**src/rtl/axi_dw_downsize_rd_seq.sv**
```systemverilog
// Read-side sequencer of the AXI data-width downsizer: splits one wide AR into
// narrow AR bursts and steers returning narrow R beats into wide-beat lanes.
module axi_dw_downsize_rd_seq #(
    parameter int unsigned AxiAddrWidth        = 32,
    parameter int unsigned AxiSlvPortDataWidth = 64,
    parameter int unsigned AxiMstPortDataWidth = 32,
    localparam int unsigned SlvLog = $clog2(AxiSlvPortDataWidth / 8),
    localparam int unsigned MstLog = $clog2(AxiMstPortDataWidth / 8),
    localparam int unsigned LaneW  = (SlvLog - MstLog > 1) ? SlvLog - MstLog : 1
) (
    input  logic                    clk_i,
    input  logic                    rst_i,
    input  logic                    slv_ar_valid_i,
    output logic                    slv_ar_ready_o,
    input  logic [AxiAddrWidth-1:0] slv_ar_addr_i,
    input  logic [7:0]              slv_ar_len_i,
    input  logic [2:0]              slv_ar_size_i,
    input  logic [1:0]              slv_ar_burst_i,
    output logic                    mst_ar_valid_o,
    input  logic                    mst_ar_ready_i,
    output logic [AxiAddrWidth-1:0] mst_ar_addr_o,
    output logic [7:0]              mst_ar_len_o,
    output logic [2:0]              mst_ar_size_o,
    input  logic                    mst_r_valid_i,
    output logic                    mst_r_ready_o,
    output logic                    slv_r_valid_o,
    input  logic                    slv_r_ready_i,
    output logic                    slv_r_last_o,
    output logic                    slv_r_err_o,
    output logic [LaneW-1:0]        r_lane_sel_o,
    output logic                    r_lane_we_o
);

    typedef enum logic [1:0] {IDLE, ISSUE, DATA, ERR} state_e;

    state_e                  state_q;
    logic                    ar_ready_q;
    logic [7:0]              len_q;
    logic                    pt_q;
    logic [LaneW-1:0]        kmask_q;
    logic [9:0]              rem_q;
    logic [8:0]              chunk_cnt_q;
    logic [AxiAddrWidth-1:0] ca_q;
    logic [7:0]              wide_cnt_q;
    logic [AxiAddrWidth-1:0] mst_ar_addr_q;
    logic [7:0]              mst_ar_len_q;
    logic [2:0]              mst_ar_size_q;

    // Decode of the incoming wide command
    logic             cmd_pt;
    logic [2:0]       cmd_sh;
    logic [LaneW-1:0] cmd_kmask;
    logic [LaneW-1:0] cmd_off;
    logic [15:0]      cmd_beats;
    logic [9:0]       cmd_total;
    logic             cmd_err;

    always_comb begin
        cmd_pt    = slv_ar_size_i <= 3'(MstLog);
        cmd_sh    = cmd_pt ? 3'd0 : slv_ar_size_i - 3'(MstLog);
        cmd_kmask = LaneW'((32'd1 << cmd_sh) - 32'd1);
        cmd_off   = slv_ar_addr_i[SlvLog-1:MstLog] & cmd_kmask;
        cmd_beats = (16'(slv_ar_len_i) + 16'd1) << cmd_sh;
        cmd_total = 10'(cmd_beats - 16'(cmd_off));
        cmd_err   = (slv_ar_burst_i == 2'b10) ||
                    (slv_ar_burst_i == 2'b00 && slv_ar_len_i != 8'd0);
    end

    logic [AxiAddrWidth-1:0] beat_step;
    logic [AxiAddrWidth-1:0] beat_mask;
    logic [AxiAddrWidth-1:0] next_chunk_addr;
    logic [LaneW-1:0]        lane;
    logic                    cmp;
    logic                    in_data;
    logic                    in_err;
    logic                    slv_hs;
    logic                    mst_hs;

    always_comb begin
        beat_step       = AxiAddrWidth'(1) << mst_ar_size_q;
        beat_mask       = beat_step - AxiAddrWidth'(1);
        next_chunk_addr = (mst_ar_addr_q & ~beat_mask) + (beat_step << 8);
        lane            = ca_q[SlvLog-1:MstLog];
        in_data         = state_q == DATA;
        in_err          = state_q == ERR;
        // A narrow beat closes a wide beat at the top lane of the wide word or at the very end
        cmp             = pt_q || ((lane & kmask_q) == kmask_q) ||
                          (rem_q == 10'd0 && chunk_cnt_q == 9'd1);
        slv_r_valid_o   = (in_data & mst_r_valid_i & cmp) | in_err;
        mst_r_ready_o   = in_data & (~cmp | slv_r_ready_i);
        r_lane_we_o     = mst_r_valid_i & mst_r_ready_o;
        slv_r_last_o    = ((in_data & cmp) | in_err) & (wide_cnt_q == len_q);
        slv_r_err_o     = in_err;
        r_lane_sel_o    = in_data ? lane : '0;
        slv_hs          = slv_r_valid_o & slv_r_ready_i;
        mst_hs          = mst_r_valid_i & mst_r_ready_o;
    end

    assign slv_ar_ready_o = ar_ready_q;
    assign mst_ar_valid_o = state_q == ISSUE;
    assign mst_ar_addr_o  = mst_ar_addr_q;
    assign mst_ar_len_o   = mst_ar_len_q;
    assign mst_ar_size_o  = mst_ar_size_q;

    always_ff @(posedge clk_i or posedge rst_i) begin
        if (rst_i) begin
            state_q       <= IDLE;
            ar_ready_q    <= 1'b0;
            len_q         <= '0;
            pt_q          <= 1'b0;
            kmask_q       <= '0;
            rem_q         <= '0;
            chunk_cnt_q   <= '0;
            ca_q          <= '0;
            wide_cnt_q    <= '0;
            mst_ar_addr_q <= '0;
            mst_ar_len_q  <= '0;
            mst_ar_size_q <= '0;
        end else begin
            case (state_q)
                IDLE: begin
                    if (ar_ready_q && slv_ar_valid_i) begin
                        ar_ready_q    <= 1'b0;
                        len_q         <= slv_ar_len_i;
                        pt_q          <= cmd_pt;
                        kmask_q       <= cmd_pt ? '0 : cmd_kmask;
                        rem_q         <= cmd_total;
                        chunk_cnt_q   <= '0;
                        wide_cnt_q    <= '0;
                        mst_ar_addr_q <= slv_ar_addr_i;
                        mst_ar_size_q <= cmd_pt ? slv_ar_size_i : 3'(MstLog);
                        mst_ar_len_q  <= (cmd_total > 10'd256) ? 8'd255 : 8'(cmd_total - 10'd1);
                        state_q       <= cmd_err ? ERR : ISSUE;
                    end else begin
                        ar_ready_q <= 1'b1;
                    end
                end
                ISSUE: begin
                    if (mst_ar_ready_i) begin
                        chunk_cnt_q <= 9'(mst_ar_len_q) + 9'd1;
                        rem_q       <= rem_q - (10'(mst_ar_len_q) + 10'd1);
                        ca_q        <= mst_ar_addr_q;
                        state_q     <= DATA;
                    end
                end
                DATA: begin
                    if (slv_hs) wide_cnt_q <= wide_cnt_q + 8'd1;
                    if (mst_hs) begin
                        chunk_cnt_q <= chunk_cnt_q - 9'd1;
                        ca_q        <= (ca_q & ~beat_mask) + beat_step;
                        if (chunk_cnt_q == 9'd1) begin
                            if (rem_q != 10'd0) begin
                                mst_ar_addr_q <= next_chunk_addr;
                                mst_ar_len_q  <= (rem_q > 10'd256) ? 8'd255 : 8'(rem_q - 10'd1);
                                state_q       <= ISSUE;
                            end else begin
                                ar_ready_q <= 1'b1;
                                state_q    <= IDLE;
                            end
                        end
                    end
                end
                ERR: begin
                    if (slv_r_ready_i) begin
                        wide_cnt_q <= wide_cnt_q + 8'd1;
                        if (wide_cnt_q == len_q) begin
                            ar_ready_q <= 1'b1;
                            state_q    <= IDLE;
                        end
                    end
                end
                default: state_q <= IDLE;
            endcase
        end
    end

endmodule
```
**config.mk**
```make
export PLATFORM = sky130hd
export DESIGN_NAME = axi_dw_downsize_rd_seq
export DESIGN_NICKNAME = d
export VERILOG_FILES = /design/src/rtl/axi_dw_downsize_rd_seq.sv
export SDC_FILE = /design/constraint.sdc
export NUM_CORES = 1
export LEC_CHECK = 0
export ABC_AREA = 1
export ABC_CLOCK_PERIOD_IN_PS = 3900
export CAP_MARGIN = 40
export CORE_ASPECT_RATIO = 0.8
export CORE_MARGIN = 2
export CORE_UTILIZATION = 40
export CTS_CLUSTER_DIAMETER = 50
export CTS_CLUSTER_SIZE = 40
export DETAILED_ROUTE_END_ITERATION = 8
export PLACE_DENSITY = 0.73
export SYNTH_ARGS = -nofsm -noshare
export SYNTH_HDL_FRONTEND = slang
export SYNTH_SLANG_ARGS = --single-unit
```
**constraint.sdc**
```tcl
create_clock -name clk_i -period 3.9 [get_ports clk_i]
set_input_delay 0.78 -clock clk_i [delete_from_list [all_inputs] [get_ports clk_i]]
set_output_delay 0.78 -clock clk_i [all_outputs]
set_load 0.05 [all_outputs]
```
==> impl_metrics.yaml <==
sta:
  timing_worst_slew_pin_value_ps: 791
  worst_slack_ps: 227
  timing_hold_violations_final: 0
  min_period_ps: 3670
  timing_max_transition_violations_final: 0
  maxSlewHeadroom: 0.472
  fin_worst_skew_ps: 9.06
  final.setup.tns_ps: 0
  grt_setup_unrepaired: "no"
  setup-violations-final: 0
  timing.fmax_mhz: 272
  post_route_clock_period_utilization: 0.942
floorplanning:
  die_width_um: 153
  die_h_um: 123
  dieArea_sq_um: 18800
  floorplan.io_pins: 102
  rows: 43
  design.core.area_sq_um: 17300
  floorplan.initialDensity: 0.408
clock_network:
  clkTransAtPathRegs_ps: 60
  insertion_delay_ps: 350
  cts_root_buffer: "sky130_fd_sc_hd__clkbuf_16"
  post_cts_resize_count: 0
  tritoncts: "done"
  cts-htree-levels: 3
  max-clock-path-buffers: 2
  numClockSinks: 86
  number_of_hold_buffers_added_after_cts: 0
  post_cts_buffers: 0
  tritoncts.num_buffers: 9
detailed_routing:
  viasPerCell: 5.26
  antenna_violating_nets_post_route: 0
  finalWirelength_um: 20300
  detail_route.first_pass.iterations: 5
  drtIter0Drc: 631
  detail_route.drc_violations: 0
  num_vias: 7368
  route.detailed.wl_per_inst_um: 14.5
global_route:
  grt_pass1_vias: 6638
  initial_antenna_violation_count: 0
  grt_start_max_net_pins: 51
  globalRouteOverflowTotal: 0
  first_pass_grt_wire_length_um: 32800
  global_route.usage.total: 0.214
worst_setup_path:
  worst_ep_arrival_time_ps: 2890
  worst-setup-path-type: "flop to output pin"
  worstSetupEndpointType: "output pin"
  regToRegStartpoint: "mst_ar_size_o[1]"
  reg2reg_setup_slack_ps: 390
  reg2reg_depth: 23
  critical_path.startpoint_type: "flop"
  required_ps: 3120
  r2r_end: "mst_ar_addr_o[31]"
  critPathMaxFanout: 4
synth:
  synth_warnings: 0
  synth_flop_cell: "sky130_fd_sc_hd__dfrtp_1"
  postSynthNetCount: 1160
  share_of_synthesized_registers_carrying_an_async_set_or_reset: 1.00
  synth.cell_area_sq_um: 7070
  ys_seq_elements: 86
  synth-seq-area-share: 0.304
  yosys.cell_types.count: 45
  synth_enable_flop_cells: 0
  postSynthCellCount: 1075
  synthesis.area_per_instance_sq_um: 6.58
worst_hold_path:
  hold_path_startpoint: "pt_q"
  hold_path_class: "flop to flop"
  hold-path-endpoint: "pt_q"
  min_delay_path_depth: 2
final_layout:
  area_of_the_multi_input_gates_sq_um: 4230
  antenna-diode-count: 0
  post_layout_nets: 1256
  highest_count_cells_in_the_layout_ignoring_fill_and_taps: "sky130_fd_sc_hd__nand2_1, sky130_fd_sc_hd__inv_1, sky130_fd_sc_hd__nor2_1"
  syn2layout_area_growth_pct: 22.9
  register_area_sq_um: 2150
  mostFrequentLayoutCell: "sky130_fd_sc_hd__nand2_1"
  filler_cell_count: 1756
  drive_gt1_frac: 0.0748
power_and_ir_drop:
  p_clk_frac: 0.124
  power_switching_mw: 4.10
  power.density_cell_area_nw_per_um2: 874
  pleak_nw: 4.20
  p_seq_frac: 0.223
  power.share.switching: 0.539
  power_report.internal_total_mw: 3.50
  vdd.ir_drop.worst_mv: 0.484
  comb_power_share: 0.653
  post-layout-total-power_mw: 7.60
placed_design:
  placement.setup.worst_slack_ps: 336
  gpl.final_weighted_congestion: 0.924
  half_perimeter_wire_length_after_detailed_placement_um: 15400
  portBuffers: 101
status:
  run_status: "finished, final reports clean"
run:
  maxCapViolations: 0
worst max-delay path, stage by stage (launching register included):
cell and delay, ps:
sky130_fd_sc_hd__dfrtp_1 430, sky130_fd_sc_hd__inv_1 90, sky130_fd_sc_hd__ha_1 240, sky130_fd_sc_hd__nand4_1 210, sky130_fd_sc_hd__nor2_1 200, sky130_fd_sc_hd__nand3_1 120
sky130_fd_sc_hd__o21ai_1 260, sky130_fd_sc_hd__o21ai_1 110, sky130_fd_sc_hd__nor2_1 90, sky130_fd_sc_hd__clkdlybuf4s50_1 800
sequential cells by signal, indices dropped and copies added, names as in the netlist, 2 cells and up:
register	flops
state_q	2
mst_ar_len_o	8
chunk_cnt_q	9
mst_ar_size_o	3
rem_q	10
mst_ar_addr_o	32
wide_cnt_q	8
len_q	8
ca_q	3
worst max-delay path by stage:
stage	depth (start not counted)	slack, ps	startpoint	end
5_1_grt	10	8	rem_q[1]	r_lane_we_o
3_3_place_gp	18	420	mst_ar_size_o[2]	mst_ar_addr_o[20]
2_1_floorplan	18	650	mst_ar_size_o[1]	mst_ar_addr_o[20]
3_5_place_dp	17	340	slv_ar_size_i[2]	mst_ar_len_o[6]
6_report	9	230	rem_q[1]	slv_r_last_o
4_1_cts	9	210	rem_q[1]	slv_r_valid_o
Yosys cell counts, drive strengths merged (2+ instances only):
library cell    n  area [sq um]
o21ai          91           459
a31oi           9          56.3
fa              2          40.0
nand3b          2          15.0
a32o            4          40.0
o21a            2          15.0
buf             7          31.3
nor3           16          80.1
xnor2           4          35.0
nand4          20           125
clkbuf         23          86.3
nand2         280          1100
dfrtp          86          2150
o21bai          9          86.3
o22ai          12          75.1
inv           156           588
nor2          121           509
or2             4          25.0
a211oi          2          20.0
nor4            5          31.3
a21oi          51           263
nand3         101           536
xor2           22           193
o211ai          7          52.6
ha             32           400
logic make-up (layout without fill, tap and decap cells):
group | Yosys count | after routing | share of synthesized area
AO/OA/AOI/OAI | 193 | 193 | 0.158
XOR/XNOR | 26 | 26 | 0.0322
adder cells (fa/ha/maj) | 34 | 34 | 0.0623
buffers and inverters | 186 | 287 | 0.0998
flip-flops | 86 | 86 | 0.304
AND/OR/NAND/NOR | 550 | 550 | 0.344
layout make-up:
type                       count  share of cell area
multi-input combinational    803               0.486
sequential                    86               0.247
timing repair buffer         115               0.130
inverter                     156              0.0678
tap                          225              0.0324
clock buffer                  12              0.0283
clock inverter                 4             0.00806
per-stage QoR:
step | instance area, sq um | hold slack [ps] | util | cells
after floorplan | 7070 | 443 | - | 1075
after global placement | 8370 | 457 | 0.483 | 1385
after detailed placement | 8370 | 460 | 0.483 | 1385
after CTS | 8690 | 476 | 0.501 | 1401
after global routing | 8700 | 504 | 0.502 | 1401
final | 8700 | 482 | 0.502 | 1401
layer usage:
metal | share of wire | vias to the layer above | track usage
met3 | 0.076 | 17 | 0.0501
met2 | 0.42 | 255 | 0.316
met1 | 0.50 | 3387 | 0.322
met5 | 0 | - | 0
met4 | 0.0079 | 0 | 0.0394
li1 | - | 3709 | -
power by group through the flow:
stage,logic [mW],registers [mW],clock network [mW]
floorplan,2.85,2.31,0
global placement,4.80,1.70,0
detailed placement,4.88,1.69,0
CTS,4.91,1.69,0.955
global route,5.47,1.75,0.983
finish,4.97,1.69,0.940
Power figures use the tool's default switching activity.
